===== src/rtl/lvlpulse_pkg.sv =====
// Shared definitions for the level-to-pulse block: event direction
// encoding and the depth of the pending-event FIFO.
package lvlpulse_pkg;

  localparam logic EV_FALL    = 1'b0;
  localparam logic EV_RISE    = 1'b1;
  localparam int   FIFO_DEPTH = 2;

endpackage


===== src/rtl/lvlpulse_qual.sv =====
// Level qualifier: q only follows l after l has differed from q for
// QUAL consecutive clock edges. ev/evdir flag the edge on which q changes.
module lvlqual
  import lvlpulse_pkg::*;
#(
  parameter int QUAL = 3
) (
  input  logic clk,
  input  logic reset,
  input  logic l,
  output logic q,
  output logic ev,
  output logic evdir
);

  localparam logic [7:0] QLAST = 8'(QUAL - 1);

  logic [7:0] qc;

  // ev is combinational so the emitter can pulse on the same edge as q moves.
  always_comb begin
    ev    = (l != q) && (qc == QLAST);
    evdir = l ? EV_RISE : EV_FALL;
  end

  // Persistence counter and qualified output register.
  always_ff @(posedge clk) begin
    if (reset) begin
      q  <= 1'b0;
      qc <= 8'd0;
    end else if (l == q) begin
      qc <= 8'd0;
    end else if (ev) begin
      q  <= l;
      qc <= 8'd0;
    end else begin
      qc <= qc + 8'd1;
    end
  end

endmodule


===== src/rtl/lvlpulse.sv =====
// Level-to-pulse converter: qualifies a raw level, turns each accepted
// change into a rise/fall pulse, and rate-limits pulses to one per GAP
// ticks using a 2-entry FIFO of pending directions.
module lvlpulse
  import lvlpulse_pkg::*;
#(
  parameter int QUAL = 3,
  parameter int GAP  = 5
) (
  input  logic       clk,
  input  logic       reset,
  input  logic       l,
  output logic       q,
  output logic       pr,
  output logic       pf,
  output logic [1:0] pend,
  output logic       ovf
);

  localparam logic [7:0] GLAST = 8'(GAP - 1);
  localparam logic [1:0] FULL  = 2'(FIFO_DEPTH);

  logic       ev;
  logic       evdir;
  logic [1:0] fifo_mem;
  logic       rp;
  logic       wp;
  logic [7:0] gc;

  logic gap_ok, empty, full, pop, bypass, push, drop, push_ok, emit, emit_dir;

  lvlqual #(.QUAL(QUAL)) u_qual (
    .clk   (clk),
    .reset (reset),
    .l     (l),
    .q     (q),
    .ev    (ev),
    .evdir (evdir)
  );

  // Emit/push/drop decisions for the current edge.
  always_comb begin
    gap_ok   = (gc == 8'd0);
    empty    = (pend == 2'd0);
    full     = (pend == FULL);
    pop      = gap_ok && !empty;
    bypass   = ev && empty && gap_ok;
    push     = ev && !bypass;
    drop     = push && full && !pop;
    push_ok  = push && !drop;
    emit     = pop || bypass;
    emit_dir = pop ? fifo_mem[rp] : evdir;
  end

  // Pulse outputs, gap counter, FIFO storage/pointers and overflow flag.
  always_ff @(posedge clk) begin
    if (reset) begin
      pr       <= 1'b0;
      pf       <= 1'b0;
      gc       <= 8'd0;
      fifo_mem <= 2'b00;
      rp       <= 1'b0;
      wp       <= 1'b0;
      pend     <= 2'd0;
      ovf      <= 1'b0;
    end else begin
      pr <= emit && (emit_dir == EV_RISE);
      pf <= emit && (emit_dir == EV_FALL);
      if (emit)
        gc <= GLAST;
      else if (gc != 8'd0)
        gc <= gc - 8'd1;
      if (push_ok) begin
        fifo_mem[wp] <= evdir;
        wp           <= ~wp;
      end
      if (pop)
        rp <= ~rp;
      unique case ({push_ok, pop})
        2'b10:   pend <= pend + 2'd1;
        2'b01:   pend <= pend - 2'd1;
        default: pend <= pend;
      endcase
      if (drop)
        ovf <= 1'b1;
    end
  end

endmodule


===== config.mk =====
export PLATFORM = sky130hd
export DESIGN_NAME = lvlpulse
export DESIGN_NICKNAME = d
export VERILOG_FILES = /design/src/rtl/lvlpulse_pkg.sv /design/src/rtl/lvlpulse_qual.sv /design/src/rtl/lvlpulse.sv
export SDC_FILE = /design/constraint.sdc
export NUM_CORES = 1
export LEC_CHECK = 0
export BUFFER_PORTS_ARGS = -buffer_cell sky130_fd_sc_hd__buf_2
export CAP_MARGIN = 20
export CELL_PAD_IN_SITES_DETAIL_PLACEMENT = 0
export CELL_PAD_IN_SITES_GLOBAL_PLACEMENT = 1
export CORE_AREA = 2 2 57 59
export DETAILED_ROUTE_END_ITERATION = 7
export DIE_AREA = 0 0 59 61
export PLACE_DENSITY = 0.83
export RECOVER_POWER = 50
export SLEW_MARGIN = 20
export SYNTH_ARGS = -nofsm -noshare
export SYNTH_HDL_FRONTEND = slang
export SYNTH_SLANG_ARGS = --single-unit
export TNS_END_PERCENT = 10

===== constraint.sdc =====
create_clock -name clk -period 2.5 [get_ports clk]
set_input_delay 0.375 -clock clk [delete_from_list [all_inputs] [get_ports clk]]
set_output_delay 0.375 -clock clk [all_outputs]
set_load 0.05 [all_outputs]

### Word level (Yosys, flattened, before mapping)

Cells that the tools add are included.

| word-level totals | value |
|---|---|
| flip-flop bits (word level) | 26 |
| output and inout port bits | 6 |

| cells by class | value |
|---|---|
| $add $sub $neg | 4 |
| magnitude comparators | 3 |
| equal/unequal tests | 6 |
| multiplexer cells | 10 |
| bitwise logic cells | 4 |
| reduce and logical (&&, ||, !) cells | 24 |

Operator list:

| cell | count |
|---|---|
| 1-bit logical AND | 11 |
| 8-bit by 1-bit adder with 8-bit output, second input constant | 1 |
| 8-bit by 2-bit == test with 1-bit output, second input constant | 1 |
| 8-bit zero test | 1 |
| 8-bit nonzero test | 1 |
| 8-bit by 1-bit subtractor with 8-bit output, second input constant | 1 |
| 3-bit two-way mux | 2 |
| 1-bit two-way mux | 5 |
| 2-bit == test, second input constant | 2 |
| 1-bit zero test | 4 |
| 1-bit by 2-bit less-than comparator with 1-bit output, second input constant | 2 |
| 1-bit inverter | 4 |
| 2-bit case mux with 2 select lines | 1 |
| 2-bit nonzero test | 2 |
| 3-bit OR reduction | 1 |
| 2-bit by 1-bit adder with 2-bit output, second input constant | 1 |
| 2-bit bitwise mux | 1 |
| 2-bit by 1-bit == test with 1-bit output, second input constant | 1 |
| 2-bit zero test | 1 |
| 2-bit AND reduction | 1 |
| 2-bit OR reduction | 1 |
| 2-bit by 1-bit subtractor with 2-bit output, second input constant | 1 |
| 1-bit demux with 1-bit select | 1 |
| 1-bit == test | 1 |
| other kinds (3) | 3 |

### Logic depth before layout (Yosys ltp)

| depth | value |
|---|---|
| word-level depth | 12 |
| depth in mapped cells | 8 |

### Modules after synthesis

A second synthesis with hierarchy kept.

| unflattened totals | value |
|---|---|
| cell total of the unflattened synthesis | 139 |
| area, all modules | 1246.2 µm² |

Modules (own cells, without submodules):

| module | instances | cells an instance | area each (µm²) | sequential area each (µm²) |
|---|---|---|---|---|
| lvlpulse | 1 | 95 | 832.0 | 340.3 |
| lvlqual | 1 | 44 | 414.1 | 180.2 |

### Least setup slack after synthesis

No wires, ideal clock.

| timing | value |
|---|---|
| path type | register -> register |
| start point | reg pend[1] |
| end point | reg fifo_mem[0] |
| library setup time | 0.128 ns |
| data arrival time | 1.742 ns |
| required time | 2.372 ns |
| path slack | 0.630 ns |
| stages on the path, launching flop included | 6 |
| buffers on the path | 1 |
| clock period less this slack | 1.870 ns |
| cells stage by stage | dfxtp_1 > clkbuf_1 > nor2_1 > a2111oi_4 > mux2i_1 > nor2_1 |

| on the way | value |
|---|---|
| word-level cells in the longest chain between the ends | 9 |
| elaborated cells on any way between the ends | 13 |
| those cells by class | eq/ne (1); reduce/logical (12) |

Ends and longest elaborated chain:

| element | RTL line | text |
|---|---|---|
| from (decl) | lvlpulse.sv:16 | `output logic [1:0] pend,` |
| from (signal assigned) | lvlpulse.sv:80 | `2'b10: pend <= pend + 2'd1;` |
| from (signal assigned) | lvlpulse.sv:81 | `2'b01: pend <= pend - 2'd1;` |
| from (signal assigned) | lvlpulse.sv:82 | `default: pend <= pend;` |
| 2-bit zero test | lvlpulse.sv:44 | `empty = (pend == 2'd0);` |
| 1-bit logical AND (2 in a row) | lvlpulse.sv:47 | `bypass = ev && empty && gap_ok;` |
| 1-bit zero test | lvlpulse.sv:48 | `push = ev && !bypass;` |
| 1-bit logical AND | lvlpulse.sv:48 |  |
| 1-bit logical AND (2 in a row) | lvlpulse.sv:49 | `drop = push && full && !pop;` |
| 1-bit zero test | lvlpulse.sv:50 | `push_ok = push && !drop;` |
| 1-bit logical AND (*) | lvlpulse.sv:50 |  |
| to (signal, indexed assignment) | lvlpulse.sv:74 | `fifo_mem[wp] <= evdir;` |
| to (decl) | lvlpulse.sv:25 | `logic [1:0] fifo_mem;` |

Mark *: on every way between the ends. The rest lies on a longest branch, timed or not.
A chain may end at the register's enable or synchronous reset.

### Final worst setup path

| timing | value |
|---|---|
| start point | reg gc[0] |
| end point | reg fifo_mem[0] |

| on the way | value |
|---|---|
| word-level cells in the longest chain between the ends | 8 |
| elaborated cells on any way between the ends | 10 |
| those cells by class | reduce/logical (10) |

Ends and longest elaborated chain:

| element | RTL line | text |
|---|---|---|
| from (decl) | lvlpulse.sv:28 | `logic [7:0] gc;` |
| from (signal assigned) | lvlpulse.sv:72 | `gc <= gc - 8'd1;` |
| 8-bit zero test (*) | lvlpulse.sv:43 | `gap_ok = (gc == 8'd0);` |
| 1-bit logical AND | lvlpulse.sv:47 |  |
| 1-bit zero test | lvlpulse.sv:48 |  |
| 1-bit logical AND | lvlpulse.sv:48 |  |
| 1-bit logical AND (2 in a row) | lvlpulse.sv:49 |  |
| 1-bit zero test | lvlpulse.sv:50 |  |
| 1-bit logical AND (*) | lvlpulse.sv:50 |  |

Marked as above.

==> results.md <==
| Metric | This run | Unit |
|:---|:---|:---|
| Maximum clock rate | 515 | MHz |
| Number of buffers added for setup after CTS | 0 | - |
| Post-detailed-route DRC marker count | 0 | - |
| Die width | 59 | µm |
| Remaining Overflow, GRT | 0 | - |
| First-pass GRT wire length | 4000 | µm |
| Die Outline Area | 0.00360 | mm² |
| Initial Util | 0.430 | - |
| Leakage power summed over all cells | 0.479 | nW |
| Global routing usage summed across all routing layers | 0.147 | - |
| Worst Setup Path Type | flop to flop | - |
| Portion of the post-synthesis area used by sequential elements | 0.410 | - |
| Worst setup path endpoint | fifo_mem[0]$_SDFFE_PP0P_ | - |
| Multiplexer share of the synthesized area | 0.0158 | - |
| Post-route setup TNS | 0 | ns |
| MaxCap Viol Count | 0 | - |
| Detailed Route WL | 2250 | µm |
| Initial detailed-routing violation count | 64 | - |
| Initial antenna violation count | 0 | - |
| Slew at the pin closest to its max-slew limit | 0.690 | ns |
| Post-route setup slack | 0.559 | ns |
| Count of nets left with antenna violations after detail routing | 0 | - |
| FP Rows | 20 | - |
| Total setup violations reported at the end of the flow | 0 | - |
| Cell area after technology mapping | 0.00127 | mm² |
| Post-synth top area share | 0.410 | - |
| Synthesized-area fraction occupied by ao, oa, aoi and oai cells | 0.141 | - |
| CP max-delay cell | dfxtp_1 | - |
| Type of origin of the critical path | flop | - |
| DR WL/cell | 12.6 | µm |
| Core footprint | 0.00295 | mm² |
| Net count after synthesis | 145 | - |
| DRT Pass-1 Iters | 4 | - |
| Vias in the first global route | 951 | - |
| Hold Crit Class | input pin to flop | - |
| Setup repair after global routing missed its margin | no | - |
| Combinational family with the most area after synthesis | simple AND/OR/NAND/NOR gates | - |
| Synth area leader | dfxtp_1 | - |
| R2R depth | 7 | - |
| Worst R2R Start | gc[0]$_SDFFE_PP0P_ | - |
| Die outline height | 61 | µm |
| Fraction of final layout cells with drive strength greater than 1 | 0.0959 | - |
| Max stage delay on crit path | 0.37 | ns |
| Total I/O pin count | 9 | - |
| Run status | finished clean | - |
| H-tree level count | 1 | - |
| Input/output buffers | 8 | - |
| Slew margin rel. | 0.538 | - |
| Clock net sink count | 26 | - |
| Post-DP HPWL | 1680 | µm |
| Adder-Cell Fraction of Synth Area | 0.0394 | - |
| Root buffer cell | clkbuf_4 | - |
| Number of buffers on the longest clock path | 2 | - |
| Worst reg-to-reg setup slack | 0.56 | ns |
| Number of gates resized after CTS | 0 | - |
| Number of synthesized flops with an enable pin | 0 | - |
| Final period utilization | 0.776 | - |
| Crit path required time | 2.73 | ns |
| Crit path DAT | 2.17 | ns |
| RD Place Congestion | 0.747 | - |
| Peak VDD IR | 0.368 | mV |
| Total CTS buffers | 3 | - |
| Distinct cell type count of the synthesized netlist | 35 | - |
| Synth top area cells | dfxtp_1 41%, nor2_1 7.4%, xnor2_1 5.5%, a2111oi_4 4.3%, ha_1 3.9% | - |
| Via/cell ratio | 5.39 | - |
| Crit path from | gc[0]$_SDFFE_PP0P_ | - |
| Count of mapped cells out of synthesis | 138 | - |
| Cell chain of the critical path | inv_1, ha_1, nor3b_1, a21oi_1, a2111oi_4, mux2i_1, nor2_1 | - |
| Commonest non-fill, non-tap cells in the layout | 26 x dfxtp_1, 25 x nor2_1, 12 x nand2_1 | - |
| Clock-pin slew on the worst setup and hold paths | 0.14 | ns |
| Final number of max-transition violations | 0 | - |
| Setup WS pre-CTS | 0.573 | ns |
| Clock tree from TritonCTS | yes | - |
| Post-synthesis async set-or-reset flop share | 0 | - |
| Worst-skew pair later-pin latency | 0.33 | ns |
| Mean Syn Cell Area | 9.19 | µm² |
| Largest net degree at the start of global routing | 21 | - |
| Count of synthesis-stage warnings from yosys | 0 | - |
| Vias after detailed routing | 965 | - |
| Total Nets Final | 154 | - |
| Worst reg2reg path endpoint | fifo_mem[0]$_SDFFE_PP0P_ | - |
| Critical path endpoint category | flop | - |
| Clock Skew | 0.00513 | ns |
| Post-CTS Hold Buffers | 0 | - |
| Fill count | 291 | - |
| Final Critical Period | 1.94 | ns |
| Most common library cell in the layout ignoring fill and taps | dfxtp_1 | - |
| Flip-flop and latch count after synthesis | 26 | - |
| Hold violation count in the final report | 0 | - |
| Flip-flop cell with the highest count after synthesis | dfxtp_1 | - |
| Xor/xnor share of the synthesized area | 0.0828 | - |
| PwrDens | 915 | mW/mm² |
| Antenna cell count | 0 | - |
| Relative area change from synthesis to final layout | 8.48 | % |
| Total Power Consumption | 0.00126 | W |
| Fraction of the mapped netlist area in simple logic gates | 0.275 | - |
| CP Max Fanout | 5 | - |
-- routing by layer --
layer,share of wire,GRT usage
met2,0.49,0.271
met3,0.031,0.0426
met1,0.47,0.166
met5,0,0
met4,0.0093,0.0390
-- critical path, delay by kind of cell, from the launching register on --
kind	cells	cell delay, ns
flops	1	0.37
compound gates	2	0.57
buf+inv	1	0.10
fa+ha+maj	1	0.20
mux	1	0.24
simple gates	2	0.37
-- sequential cells by signal (all words and copies together), names as in the netlist --
| register | count |
|---|---|
| fifo_mem | 2 |
| gc | 8 |
| ovf | 1 |
| pend | 2 |
| pf | 1 |
| pr | 1 |
| rp | 1 |
| u_qual.q | 1 |
| u_qual.qc | 8 |
| wp | 1 |
-- power breakdown --
part           total [W]  internal [W]  switching, W
Combinational   0.000432      0.000183      0.000250
Sequential      0.000534      0.000469     0.0000646
Clock           0.000292      0.000162      0.000130
-- worst min-delay path by stage --
stage,from,to,cells after the start
finish,l,u_qual.q$_SDFFE_PP0P_,3
floorplan,u_qual.qc[0]$_SDFF_PP0_,u_qual.qc[0]$_SDFF_PP0_,1
global placement,ovf$_SDFFE_PP0P_,ovf$_SDFFE_PP0P_,2
global route,l,u_qual.q$_SDFFE_PP0P_,3
detailed placement,ovf$_SDFFE_PP0P_,ovf$_SDFFE_PP0P_,2
CTS,l,u_qual.q$_SDFFE_PP0P_,3
-- cells by family after synthesis --
family          after synthesis
compound gates               20
xor+xnor                     12
fa+ha+maj                     4
buf+inv                      11
flops                        26
mux                           2
simple gates                 63
-- synthesized netlist by cell type (all sizes together), types with 3 or more instances --
cell type / n
a2111oi: 3
xnor2: 8
a211oi: 3
xor2: 4
clkbuf: 3
nor2: 25
nand3: 3
ha: 4
nor3: 8
nor4: 3
inv: 7
a21oi: 7
dfxtp: 26
nand2: 12
-- area by class of cell --
cell class / instances / area [µm²] / area share
well taps: 33 / 41.3 / 0.0300
clock inverters: 1 / 30.0 / 0.0218
inverters: 7 / 26.3 / 0.0191
flip-flops and latches: 26 / 520 / 0.378
multi-input cells: 101 / 702 / 0.510
repair buffers: 8 / 33.8 / 0.0245
clock buffers: 3 / 22.5 / 0.0164
-- per-stage QoR --
step	utilization	area, µm²	instances	hold slack, ns
floorplan	-	1270	138	0.438
global placement	0.451	1330	175	0.449
finish	0.466	1380	179	0.362
global route	0.466	1380	179	0.365
CTS	0.469	1380	179	0.350
detailed placement	0.451	1330	175	0.454
(Power assumes the default switching activity.)
